$ cat config.mk
export PLATFORM = sky130hd
export DESIGN_NAME = time_counter
export DESIGN_NICKNAME = d
export VERILOG_FILES = /design/src/rtl/alarm_pkg.sv /design/src/rtl/bcd_digit_counter.sv /design/src/rtl/time_counter.sv
export SDC_FILE = /design/constraint.sdc
export NUM_CORES = 1
export LEC_CHECK = 0
export ABC_AREA = 1
export ABC_CLOCK_PERIOD_IN_PS = 1850
export CORE_MARGIN = 10
export CORE_UTILIZATION = 35
export CTS_BUF_LIST = sky130_fd_sc_hd__clkbuf_2
export DETAILED_ROUTE_END_ITERATION = 7
export PLACE_DENSITY = 0.62
export SYNTH_ARGS = -nofsm -noshare
export SYNTH_HDL_FRONTEND = slang
export SYNTH_SLANG_ARGS = --single-unit
$ cat constraint.sdc
create_clock -name clock -period 1.85 [get_ports clock]
set_input_delay 0.555 -clock clock [delete_from_list [all_inputs] [get_ports clock]]
set_output_delay 0.555 -clock clock [all_outputs]
set_load 0.03 [all_outputs]
$ cat src/rtl/alarm_pkg.sv
// rtl/alarm_pkg.sv - shared constants and time type for the alarm clock
//
// Purpose: BCD digit width, digit limits, hour bounds, reset times and the
//          packed HH:MM time type shared by the time counter, alarm
//          register and display driver.
// Ports:   none (package).
package alarm_pkg;

    localparam int DIGIT_W = 4;

    // Per-digit limits.
    localparam logic [DIGIT_W-1:0] DIGIT_MAX      = 4'd9;  // any BCD digit
    localparam logic [DIGIT_W-1:0] MS_MIN_MAX     = 4'd5;  // minutes tens
    localparam logic [DIGIT_W-1:0] MS_HOUR_MAX_24 = 4'd2;  // hours tens, 24h
    localparam logic [DIGIT_W-1:0] LS_HOUR_LAST_24 = 4'd3; // units at 2x, 24h
    localparam logic [DIGIT_W-1:0] MS_HOUR_MAX_12 = 4'd1;  // hours tens, 12h

    // Whole-hour bounds, as binary hour values.
    localparam logic [7:0] HOUR24_MIN = 8'd0;
    localparam logic [7:0] HOUR24_MAX = 8'd23;
    localparam logic [7:0] HOUR12_MIN = 8'd1;
    localparam logic [7:0] HOUR12_MAX = 8'd12;

    typedef struct packed {
        logic [DIGIT_W-1:0] ms_hour;
        logic [DIGIT_W-1:0] ls_hour;
        logic [DIGIT_W-1:0] ms_min;
        logic [DIGIT_W-1:0] ls_min;
    } bcd_time_t;

    localparam bcd_time_t RESET_TIME_24 = '{4'd0, 4'd0, 4'd0, 4'd0}; // 00:00
    localparam bcd_time_t RESET_TIME_12 = '{4'd1, 4'd2, 4'd0, 4'd0}; // 12:00

    // Binary value of a two-digit BCD hour; only meaningful when both
    // digits are already known to be <= 9.
    function automatic logic [7:0] hour_value(input logic [DIGIT_W-1:0] ms,
                                              input logic [DIGIT_W-1:0] ls);
        return ({4'd0, ms} * 8'd10) + {4'd0, ls};
    endfunction

endpackage

$ cat src/rtl/bcd_digit_counter.sv
// rtl/bcd_digit_counter.sv - single BCD digit with load, terminal and wrap
//
// Purpose: one registered BCD digit. Counts up on inc, returns to wrap after
//          reaching terminal, and takes load_value when load is high (load
//          wins over inc).
// Ports:   clock, reset (async, active-high)
//          inc        increment enable
//          load       parallel load enable
//          load_value value taken on load
//          terminal   last value before wrapping
//          wrap       value following terminal
//          digit      current digit (registered)
//          carry      high when this edge wraps the digit
module bcd_digit_counter
    import alarm_pkg::*;
#(
    parameter logic [DIGIT_W-1:0] RESET_VALUE = 4'd0
) (
    input  logic               clock,
    input  logic               reset,
    input  logic               inc,
    input  logic               load,
    input  logic [DIGIT_W-1:0] load_value,
    input  logic [DIGIT_W-1:0] terminal,
    input  logic [DIGIT_W-1:0] wrap,
    output logic [DIGIT_W-1:0] digit,
    output logic               carry
);

    logic at_terminal;

    assign at_terminal = (digit == terminal);
    // A load suppresses the increment, so it must also suppress the carry.
    assign carry       = inc && !load && at_terminal;

    always_ff @(posedge clock or posedge reset) begin
        if (reset) begin
            digit <= RESET_VALUE;
        end else if (load) begin
            digit <= load_value;
        end else if (inc) begin
            digit <= at_terminal ? wrap : digit + 4'd1;
        end
    end

endmodule

$ cat src/rtl/time_counter.sv
// rtl/time_counter.sv - HH:MM BCD time-of-day register with validated load
//
// Purpose: advances a four-digit BCD clock on one_minute, accepts a checked
//          parallel load, and pulses reset_count / load_error / rollover for
//          one cycle after the causing edge.
// Ports:   clock, reset (async, active-high)
//          one_minute     minute advance strobe
//          load_new_time  load request; new_* carry the value
//          new_ms_hour, new_ls_hour, new_ms_min, new_ls_min, new_pm
//          ms_hour, ls_hour, ms_min, ls_min, pm   current time (registered)
//          reset_count    pulse after an accepted load
//          load_error     pulse after a rejected load
//          rollover       pulse when the clock wraps to start of day
module time_counter
    import alarm_pkg::*;
#(
    parameter bit MODE24 = 1'b1
) (
    input  logic               clock,
    input  logic               reset,
    input  logic               one_minute,
    input  logic               load_new_time,
    input  logic [DIGIT_W-1:0] new_ms_hour,
    input  logic [DIGIT_W-1:0] new_ls_hour,
    input  logic [DIGIT_W-1:0] new_ms_min,
    input  logic [DIGIT_W-1:0] new_ls_min,
    input  logic               new_pm,
    output logic [DIGIT_W-1:0] ms_hour,
    output logic [DIGIT_W-1:0] ls_hour,
    output logic [DIGIT_W-1:0] ms_min,
    output logic [DIGIT_W-1:0] ls_min,
    output logic               pm,
    output logic               reset_count,
    output logic               load_error,
    output logic               rollover
);

    localparam bcd_time_t RESET_TIME = MODE24 ? RESET_TIME_24 : RESET_TIME_12;

    logic               digits_ok;
    logic               hour_ok;
    logic               load_valid;
    logic               accept_load;
    logic               advance;
    logic               ls_min_carry;
    logic               hour_inc;
    logic [7:0]         new_hour;
    logic [DIGIT_W-1:0] ms_hour_next;
    logic [DIGIT_W-1:0] ls_hour_next;
    logic               pm_next;
    logic               day_wrap;

    // ---------------------------------------------------------------- load check
    always_comb begin
        digits_ok = (new_ms_hour <= DIGIT_MAX) && (new_ls_hour <= DIGIT_MAX) &&
                    (new_ms_min  <= MS_MIN_MAX) && (new_ls_min  <= DIGIT_MAX);
        new_hour  = hour_value(new_ms_hour, new_ls_hour);
        if (MODE24) begin
            hour_ok = (new_hour >= HOUR24_MIN) && (new_hour <= HOUR24_MAX);
        end else begin
            hour_ok = (new_hour >= HOUR12_MIN) && (new_hour <= HOUR12_MAX);
        end
        // hour_value is garbage for non-BCD digits, so digits_ok gates it.
        load_valid = digits_ok && hour_ok;
    end

    assign accept_load = load_new_time && load_valid;
    // Any load request, valid or not, swallows a coincident strobe.
    assign advance     = one_minute && !load_new_time;

    // ---------------------------------------------------------------- minutes
    bcd_digit_counter #(
        .RESET_VALUE (RESET_TIME.ls_min)
    ) u_ls_min (
        .clock      (clock),
        .reset      (reset),
        .inc        (advance),
        .load       (accept_load),
        .load_value (new_ls_min),
        .terminal   (DIGIT_MAX),
        .wrap       (4'd0),
        .digit      (ls_min),
        .carry      (ls_min_carry)
    );

    bcd_digit_counter #(
        .RESET_VALUE (RESET_TIME.ms_min)
    ) u_ms_min (
        .clock      (clock),
        .reset      (reset),
        .inc        (ls_min_carry),
        .load       (accept_load),
        .load_value (new_ms_min),
        .terminal   (MS_MIN_MAX),
        .wrap       (4'd0),
        .digit      (ms_min),
        .carry      (hour_inc)
    );

    // ---------------------------------------------------------------- hours
    // Both hour digits are decided together because the wrap points (23->00,
    // 09->10, 11->12, 12->01) depend on the pair.
    always_comb begin
        ms_hour_next = ms_hour;
        ls_hour_next = ls_hour;
        pm_next      = pm;
        day_wrap     = 1'b0;
        if (MODE24) begin
            if (ms_hour == MS_HOUR_MAX_24 && ls_hour == LS_HOUR_LAST_24) begin
                ms_hour_next = 4'd0;
                ls_hour_next = 4'd0;
                day_wrap     = 1'b1;
            end else if (ls_hour == DIGIT_MAX) begin
                ms_hour_next = ms_hour + 4'd1;
                ls_hour_next = 4'd0;
            end else begin
                ls_hour_next = ls_hour + 4'd1;
            end
        end else begin
            if (ms_hour == 4'd0 && ls_hour == DIGIT_MAX) begin
                ms_hour_next = MS_HOUR_MAX_12;
                ls_hour_next = 4'd0;
            end else if (ms_hour == MS_HOUR_MAX_12 && ls_hour == 4'd1) begin
                // 11 -> 12 is the half-day boundary; PM -> AM is midnight.
                ls_hour_next = 4'd2;
                pm_next      = !pm;
                day_wrap     = pm;
            end else if (ms_hour == MS_HOUR_MAX_12 && ls_hour == 4'd2) begin
                ms_hour_next = 4'd0;
                ls_hour_next = 4'd1;
            end else begin
                ls_hour_next = ls_hour + 4'd1;
            end
        end
    end

    always_ff @(posedge clock or posedge reset) begin
        if (reset) begin
            ms_hour     <= RESET_TIME.ms_hour;
            ls_hour     <= RESET_TIME.ls_hour;
            pm          <= 1'b0;
            reset_count <= 1'b0;
            load_error  <= 1'b0;
            rollover    <= 1'b0;
        end else begin
            reset_count <= accept_load;
            load_error  <= load_new_time && !load_valid;
            rollover    <= hour_inc && day_wrap;
            if (accept_load) begin
                ms_hour <= new_ms_hour;
                ls_hour <= new_ls_hour;
                pm      <= MODE24 ? 1'b0 : new_pm;
            end else if (hour_inc) begin
                ms_hour <= ms_hour_next;
                ls_hour <= ls_hour_next;
                pm      <= pm_next;
            end
        end
    end

endmodule

# Yosys cells after proc, flatten, opt, wreduce, memory -nomap -nowiden
# Cells that the tools add are included.
dict set report word_totals {
  ff_bits 19
  output_inout_bits 20
  elab_cells 61
}
dict set report classes {
  addsub 5
  mul 1
  magnitude_cmp 6
  eq_ne 5
  mux 15
  n_reduce_logical 22
}
# operator n
set ops {}
lappend ops {{$mux W4} 14}
lappend ops {{$add A4 B1 Y4 const B} 4}
lappend ops {{$logic_and A1 B1 Y1} 14}
lappend ops {{$le A4 B4 Y1 const B} 3}
lappend ops {{$add A8 B4 Y8} 1}
lappend ops {{$eq A4 B2 Y1 const B} 2}
lappend ops {{$eq A4 B4 Y1 const B} 2}
lappend ops {{$ge A8 B1 Y1 const B} 1}
lappend ops {{$le A8 B5 Y1 const B} 1}
lappend ops {{$mul A4 B3 Y7 const B} 1}
lappend ops {{$reduce_bool A2 Y1} 3}
lappend ops {{$eq A4 B3 Y1 const B} 1}
lappend ops {{$le A4 B3 Y1 const B} 1}
lappend ops {{$logic_not A1 Y1} 3}
lappend ops {{$reduce_bool A3 Y1} 1}
lappend ops {{$reduce_and A2 Y1} 1}
lappend ops {{$mux W1} 1}

# Depth between registers and ports, before layout
# Gate-level depths: netlist of run 1.
dict set report depth {
  ltp_word 13
  depth_mapped 17
  ltp_nobuf 17
}

# Hierarchy
# From an unflattened synthesis of run 1, not the netlist that was laid out.
dict set report unflattened {
  cells_unflattened 276
  area_unflattened_um2 1909.3
}
# mod n_inst cells_each area_each_um2 seq_area_each_um2
set modules_own_cells {}
lappend modules_own_cells {time_counter 1 154 1091.0 275.3}
lappend modules_own_cells {bcd_digit_counter 2 61 409.1 100.1}

# Least setup slack after synthesis of run 1
# OpenSTA, ideal clock, no wires.
dict set report synth_path {
  path_kind {in2reg}
  start {input new_ms_hour[1]}
  end {register u_ls_min.digit[2]}
  arrival_ns 2.467
  setup_slack_ns -0.734
  cell_stages 16
  cell_sequence {ha_1 -> ha_1 -> inv_1 -> fa_1 -> inv_1 -> nand2_2 -> nand3_1 -> nand2_1 -> nand2_1 -> nand2_1 -> nor2_4 -> nand3_4 -> buf_6 -> buf_8 -> o21ai_1 -> inv_1}
}
dict set report synth_via {
  elab_chain_cells 7
  elab_cells_between_ends 13
  cone_classes {add/sub (1); mul (1); order compare (3); mux (1); reduce/logical (7)}
}
# element line_no
set synth_lines {}
lappend synth_lines {{start: declaration} time_counter.sv:23} ;# input logic [DIGIT_W-1:0] new_ms_hour,
lappend synth_lines {{$mul A4 B3 Y7 or $le A4 B4 Y1 (tied branches)} {alarm_pkg.sv:38, time_counter.sv:55}}
lappend synth_lines {{$add A8 B4 Y8 or $logic_and A1 B1 Y1 (tied branches)} {alarm_pkg.sv:38, time_counter.sv:55}}
lappend synth_lines {{$ge A8 B1 Y1, or another cell as far along} time_counter.sv:59} ;# hour_ok = (new_hour >= HOUR24_MIN) && (new_hour <= HOUR24_MAX);
lappend synth_lines {{$logic_and A1 B1 Y1, on equally long branches} {time_counter.sv:59, time_counter.sv:56}}
lappend synth_lines {{$logic_and A1 B1 Y1 (*)} time_counter.sv:64} ;# load_valid = digits_ok && hour_ok;
lappend synth_lines {{$logic_and A1 B1 Y1 (*)} time_counter.sv:67} ;# assign accept_load = load_new_time && load_valid;
lappend synth_lines {{$mux W4 or $reduce_bool A2 Y1 (tied branches)} --}
lappend synth_lines {{end signal: assignment} bcd_digit_counter.sv:40} ;# digit <= load_value;
lappend synth_lines {{end signal: assignment} bcd_digit_counter.sv:42} ;# digit <= at_terminal ? wrap : digit + 4'd1;
lappend synth_lines {{end: declaration} bcd_digit_counter.sv:26} ;# output logic [DIGIT_W-1:0] digit,
# Mark *: on every way between the ends. The rest lies on a longest branch, timed or not.
# A chain may end at the register's enable or synchronous reset.

# Final worst setup path of run 1
dict set report layout_path {
  start {input new_ms_hour[3]}
  end {register ms_hour[0]}
}
dict set report layout_via {
  elab_chain_cells 13
  elab_cells_between_ends 20
  cone_classes {add/sub (1); mul (1); order compare (3); mux (1); reduce/logical (14)}
}
# element line_no
set layout_lines {}
lappend layout_lines {{$mul A4 B3 Y7 or $le A4 B4 Y1 (tied branches)} {alarm_pkg.sv:38, time_counter.sv:55}}
lappend layout_lines {{$add A8 B4 Y8 or $logic_and A1 B1 Y1 (tied branches)} {alarm_pkg.sv:38, time_counter.sv:55}}
lappend layout_lines {{$ge A8 B1 Y1, or another cell as far along} time_counter.sv:59}
lappend layout_lines {{$logic_and A1 B1 Y1, on equally long branches} {time_counter.sv:59, time_counter.sv:56}}
lappend layout_lines {{$logic_and A1 B1 Y1 (*)} time_counter.sv:64}
lappend layout_lines {{$logic_and A1 B1 Y1 (*)} time_counter.sv:67}
lappend layout_lines {{$logic_not A1 Y1} bcd_digit_counter.sv:34} ;# assign carry = inc && !load && at_terminal;
lappend layout_lines {{$logic_and A1 B1 Y1 (4 in a row)} bcd_digit_counter.sv:34}
lappend layout_lines {{$reduce_bool A2 Y1 (no source line)} --}
lappend layout_lines {{$reduce_and A2 Y1 (no source line)} --}
lappend layout_lines {{end signal: assignment} time_counter.sv:139} ;# ms_hour <= RESET_TIME.ms_hour;
lappend layout_lines {{end signal: assignment} time_counter.sv:150} ;# ms_hour <= new_ms_hour;
lappend layout_lines {{end signal: assignment} time_counter.sv:154} ;# ms_hour <= ms_hour_next;
lappend layout_lines {{end: declaration} time_counter.sv:28} ;# output logic [DIGIT_W-1:0] ms_hour,
# Marked as above.

==> impl_metrics.toml, run 1 <==
[outcome]
outcome = "finished, violations left"
violations = "setup timing"

[logic_synthesis]
yosysTopAreaCell = "dfrtp_1"
synth_area_leaders = "dfrtp_1, nand2_1, ha_1"
yosysSeqAreaShare_pct = 29.4
syn-cell-area_sq_mm = 0.00162
avgSynthCellArea_sq_um = 6.93
ys_ff_latch = 19
synth_cell_types = 31
synth_nets = 267
synth_top_area_share_pct = 29.4
yosys_warnings = 0
syn_inst = 233

[clock_network]
h-tree-depth = 1
cts.clk_slew.worst_paths_ns = 0.21
cts_buffer_depth = 2
numCtsBuffers = 3
postCtsHoldBufs = 0
root_buffer = "clkbuf_2"
clock_latency_ns = 0.32
clock_sinks = 19
tritoncts = "done"

[critical_path]
crit_fanout = 5
start_kind = "input port"
crit_top_cell = "nand2_2"
slowest_delay_ns = 0.54
cpMaxStageDelayCell = "fa_2"
path_cells = "buf_8 > ha_4 > ha_4 > inv_2 > fa_2 > inv_2 > nand3_2 > nand2_1 > nand2_1 > nand2_2 > nor2_4 > nand3_4 > buf_6 > nand3_4 > nand2_4 > nand2_2 > nand2_2"
path_class = "in -> reg"
worst_setup_path_end_kind = "register"
worstPathRequired_ns = 2.09
cp_num_buf_inv = 4
arrival_ns = 2.55
cp-startpoint = "new_ms_hour[3]"
crit-reg2reg-launch = "ls_hour[0]"
path_delay_family = "adder cells"

[place]
dp_hpwl_mm = 3.46
dp_slack_ns = -1.24
numPortBuffers = 38
gp_congestion = 0.818
dp.cells = 350
placed_area_sq_mm = 0.00229

[hold_path]
hp-class = "in -> async"

[layout]
finalInstanceArea_sq_mm = 0.00239
final_cell_mix = "nand2_1, inv_1, buf_4"
drive_above_1_share_pct = 25.3
final_nets = 339
diodes = 0
utilization_pct = 54.2
syn_to_final_growth_pct = 48.0
final_cells = 356
fillCellCount = 436
final_common_cell = "nand2_1"

[global_routing]
grt_pass1_vias = 1598
grt_max_degree = 20
grt_pass1_wl_mm = 7.13
grt_antenna_before_repair = 0
grt_remaining_overflow = 0
gr-usage-all-layers_pct = 11.2

[pwr]
p_clk_share_pct = 10.7
p_int_uw = 977
ir_drop_v = 0.000352
pwr-share-seq_pct = 33.7
powerDensity_mw_per_mm2 = 762
sw_frac_of_total_pct = 46.4
p_sw_uw = 844
power_frac_comb_pct = 55.6
power.leakage_uw = 0.00130

[detailed_routing]
wirelength_mm = 4.27
wire_per_inst_um = 12.0
drtIter0Drc = 61
drc = 0
num_vias = 1650
first_pass_iters = 4
via_per_inst = 4.63
final_antenna_net_count = 0

[sta]
fin_worst_skew_ns = 0.0103
maxSlewViolCount = 0
setup_violations = 18
finalHoldViolations = 0
period_needed_ns = 2.31
rsz0062_at_grt = "yes"
fin_ws_ns = -0.459
finalCritPeriodShare_pct = 125
fmax_mhz = 433

[floorplanning]
io_pins = 41
fp.dieH_um = 87.9
core_sq_mm = 0.00441
start_util_pct = 36.6
row_count = 24
die_area_sq_mm = 0.00773
die_w_um = 87.9

[flow_run]
cap_violations = 0
[worst register-to-register path, stage by stage, from the launching register on]
cell and delay (ns):
dfrtp_1 0.49, ha_1 0.22, nand2_1 0.07, nor3b_1 0.16, and2_1 0.23, buf_4 0.15, nor2_1 0.04, nand2_1 0.07
nand2_1 0.05, nand3_1 0.07, nand2_1 0.06
[Yosys cell counts (all sizes together)]
cell type and number:
a21oi 2, nor3b 1, clkinv 1, nor3 3, o211ai 1, ha 11, clkbuf 1, nor2 25
or2 1, and2 1, nand3 29, dfrtp 19, nand4 7, buf 3, conb 1, xnor2 3
o21ai 8, o22ai 1, inv 37, xor2 3, nand2 73, fa 2
[registers in the layout, summed over array words and instances, names as in the netlist]
signal	count
load_error	1
ls_hour	4
ms_hour	4
reset_count	1
rollover	1
u_ls_min.digit	4
u_ms_min.digit	4
[final timing paths]
path                                          end  slack (ns)  depth (start not counted)
worst max-delay path                   ms_hour[0]       -0.46                         17
worst min-delay path            u_ms_min.digit[2]        0.52                          3
worst max register to register         ms_hour[2]        0.18                         10
worst min register to register  u_ms_min.digit[1]        0.57                          2
max in group asynchronous              ms_hour[2]        1.12                          3
min in group clock              u_ms_min.digit[1]        0.57                          2
[power by group through the flow]
stage	registers, uW	logic [uW]	clock network (uW)
2_1_floorplan	828	420	0
3_3_place_gp	625	1050	0
3_5_place_dp	628	1060	0
4_1_cts	616	1000	208
5_1_grt	635	1120	221
6_report	614	1010	194
[area by class of cell]
type                       instances  area, sq um  share of cell area (%)
sequential                        19          475                    19.9
multi-input combinational        172         1060                    44.3
clock buffer                       3         15.0                   0.628
tap                               52         65.1                    2.72
inverter                          38          148                    6.17
clock inverter                     1         7.51                   0.314
timing repair buffer              71          622                    26.0
[per-stage QoR]
stage	hold WS (ns)	total power, uW	setup TNS (ns)
floorplan	0.506	1250	-10.86
global placement	0.519	1680	-20.20
detailed placement	0.545	1690	-20.98
CTS	0.498	1830	-6.17
global route	0.520	1980	-8.62
finish	0.522	1820	-7.01
[what timing repair did]
action / CTS / global route
cloned: 1 / 0
gates resized for setup: 52 / 11
buffers inserted: 1 / 0
pin swaps: 13 / 3
endpoints found under the setup margin: 37 / 22
[per-layer routing]
metal  wire length [um]  global-route usage [%]  vias to the layer above
met5                  0                       0                        -
met4                 40                    3.91                        0
met3                288                    2.88                        2
met2               2000                    17.7                       34
met1               1940                    14.3                      744
li1                   -                       -                      870
[cells by family (layout without fill, tap and decap cells)]
family	count (synthesis)	count (layout)	synth area share, %
simple gates	140	140	40.5
buf+inv	42	113	11.2
flops	19	19	29.4
fa+ha+maj	13	13	11.0
compound gates	12	12	4.42
xor+xnor	6	6	3.25
other cells	1	1	0.232
(Power assumes the default switching activity.)
==> run 2: changes to the inputs <==
- ABC_AREA: 1 -> not set
- PLACE_DENSITY: 0.62 -> 0.63
==> run 2 against run 1 <==
Against the previous run: the run still ends with setup timing left; wire length grew 7.8%; utilization grew 4.9 points; flip-flop and latch count is the same; clock skew shrank 0.0050 ns; sequential power grew 0.7%; via count shrank 7.8%; register-to-register slack lost 0.37 ns.
==> impl_metrics.toml, run 2 <==
[outcome]
outcome = "finished, violations left"
violations = "setup timing"

[logic_synthesis]
synth_top_area_share_pct = 32.2
synth_cell_types = 49
synth_fa_ha_area_share_pct = 12.0
syn-cell-area_sq_mm = 0.00148
avgSynthCellArea_sq_um = 9.41
synth-xor-area-share_pct = 3.56
yosysMostFrequentCell = "dfrtp_1"
synth_top_family_by_area = "simple AND/OR/NAND/NOR gates"
synth_simple_gate_area_share_pct = 20.2
synth_area_leaders = "dfrtp_1, ha_1, mux2_2"
yosys_warnings = 0
yosysSeqAreaShare_pct = 32.2
async_flop_share_pct = 100
synth-edff-count = 0
ys_ff_latch = 19
synth_compound_gate_area_share_pct = 16.6
synth_nets = 191
muxShareOfSynthArea_pct = 8.04
syn_inst = 157
yosysTopAreaCell = "dfrtp_1"
yosys-top-cells-count = "dfrtp_1, inv_1, ha_1"
synth_ff_type = "dfrtp_1"

[hold_path]
hp-class = "in -> async"

[place]
numPortBuffers = 38
gp_congestion = 0.882
dp_hpwl_mm = 3.79
dp.cells = 280
placed_area_sq_mm = 0.00227

[layout]
finalInstanceArea_sq_mm = 0.00238
final_cell_mix = "buf_4, dfrtp_1, inv_1"
final_nets = 271
final_cells = 286
diodes = 0
syn_to_final_growth_pct = 61.0
drive_above_1_share_pct = 38.1
fillCellCount = 357
final_common_cell = "buf_4"

[clock_network]
clock_latency_ns = 0.30
h-tree-depth = 1
root_buffer = "clkbuf_2"
tritoncts = "done"
cts.clk_slew.worst_paths_ns = 0.18
numCtsBuffers = 3
postCtsHoldBufs = 0
cts_buffer_depth = 2
clock_sinks = 19

[global_routing]
grt_pass1_wl_mm = 7.76
grt_pass1_vias = 1621
grt_antenna_before_repair = 0
grt_max_degree = 20
gr-usage-all-layers_pct = 12.5
grt_remaining_overflow = 0

[detailed_routing]
num_vias = 1522
final_antenna_net_count = 0
wirelength_mm = 4.60
wire_per_inst_um = 16.1
first_pass_iters = 4
drtIter0Drc = 65
via_per_inst = 5.32
drc = 0

[sta]
maxSlewViolCount = 0
rsz0062_at_grt = "yes"
hold_ws_ns = 0.538
fin_ws_ns = -0.622
tightest_slew_ns = 0.513
period_needed_ns = 2.47
setup_violations = 18
relSlewSlack_pct = 65.8
fin_worst_skew_ns = 0.00530
finalCritPeriodShare_pct = 134
finalHoldViolations = 0
fmax_mhz = 405

[flow_run]
cap_violations = 0

[critical_path]
worstPathRequired_ns = 2.06
worst_setup_path_end_kind = "register"
path_class = "in -> reg"
start_kind = "input port"
reg2reg_slack_ns = -0.19
crit_fanout = 7
arrival_ns = 2.68

[pwr]
total_power_uw = 2130
powerDensity_mw_per_mm2 = 894
ir_drop_v = 0.000610
power.leakage_uw = 0.00112

[floorplanning]
fp.dieH_um = 85.0
row_count = 23
die_w_um = 85.0
start_util_pct = 36.7
core_sq_mm = 0.00403
die_area_sq_mm = 0.00722
io_pins = 41
-- run 2: changes by cell type in the layout (fill, tap and decap cells not counted), moves of 5 or more --
cell | previous run | this run
buf_4 | 30 | 38
nand2_1 | 62 | 6
inv_1 | 33 | 15
nand4_1 | 7 | 2
nand3_1 | 24 | 4
mux2_2 | 0 | 6
nor2_1 | 22 | 7
clkbuf_2 | 3 | 8
dlygate4sd2_1 | 16 | 11
nand2_2 | 9 | 0
-- run 2: path summary, 6_finish.rpt --
path,start,end,cells past startpoint
hold / removal,reset,u_ms_min.digit[0],3
setup reg to reg,u_ms_min.digit[1],ls_hour[3],5
max in group asynchronous,reset,ms_hour[0],3
setup / recovery,new_ms_hour[1],ls_hour[2],11
min in group clock,new_ms_hour[0],ms_hour[0],3
hold reg to reg,ms_hour[3],ms_hour[3],2
-- run 2: layout make-up --
class	instances	area (sq um)	share of cell area [%]
Inverter	18	67.6	2.84
Sequential cell	19	475	20.0
Timing Repair Buffer	80	684	28.8
Tap cell	50	62.6	2.63
Clock inverter	1	5.00	0.210
Multi-Input combinational cell	115	1070	45.0
Clock buffer	3	15.0	0.631
-- run 2: metal layers --
metal / GRT usage (%) / wire length, um / vias up
li1: - / - / 729
met1: 14.4 / 1930 / 745
met2: 22.5 / 2350 / 41
met3: 4.02 / 290 / 7
met4: 1.50 / 34 / 0
met5: 0 / 0 / -
-- run 2: report_power, final --
group | switching, uW | internal [uW] | leakage [uW]
sequential | 88.0 | 530 | 0.000232
combinational | 721 | 611 | 0.000867
clock | 128 | 49.0 | 0.0000164
-- run 2: worst max-delay path, cell delays in order --
cell      delay, ns
buf_8          0.10
ha_4           0.27
ha_4           0.13
inv_2          0.03
fa_2           0.54
inv_2          0.05
a211oi_2       0.24
o221a_4        0.25
nand3_4        0.10
buf_12         0.15
mux2_2         0.27
-- run 2: repair_timing --
item / CTS / global route
pin swaps: 15 / 4
endpoints found under the hold margin: 0 / 0
gates cloned: 0 / 0
buffers inserted: 3 / 0
endpoints found under the setup margin: 37 / 28
resized for setup: 60 / 15
-- run 2: kinds of logic (layout without fill, tap and decap cells) --
logic type / after synthesis / in the layout
compound gates: 35 / 35
xor+xnor: 6 / 6
fa+ha+maj: 13 / 13
buf+inv: 23 / 102
flops: 19 / 19
mux: 11 / 11
other cells: 1 / 1
simple gates: 49 / 49
-- run 2: metrics by stage --
stage                     utilization (%)  setup TNS (ns)  setup slack, ns
final                                59.1           -9.69           -0.622
after global placement               56.3          -22.89            -1.34
after global routing                 59.1          -10.06           -0.644
after floorplan                         -          -11.56           -0.827
after CTS                            59.1           -9.31           -0.620
after detailed placement             56.3          -23.98            -1.40
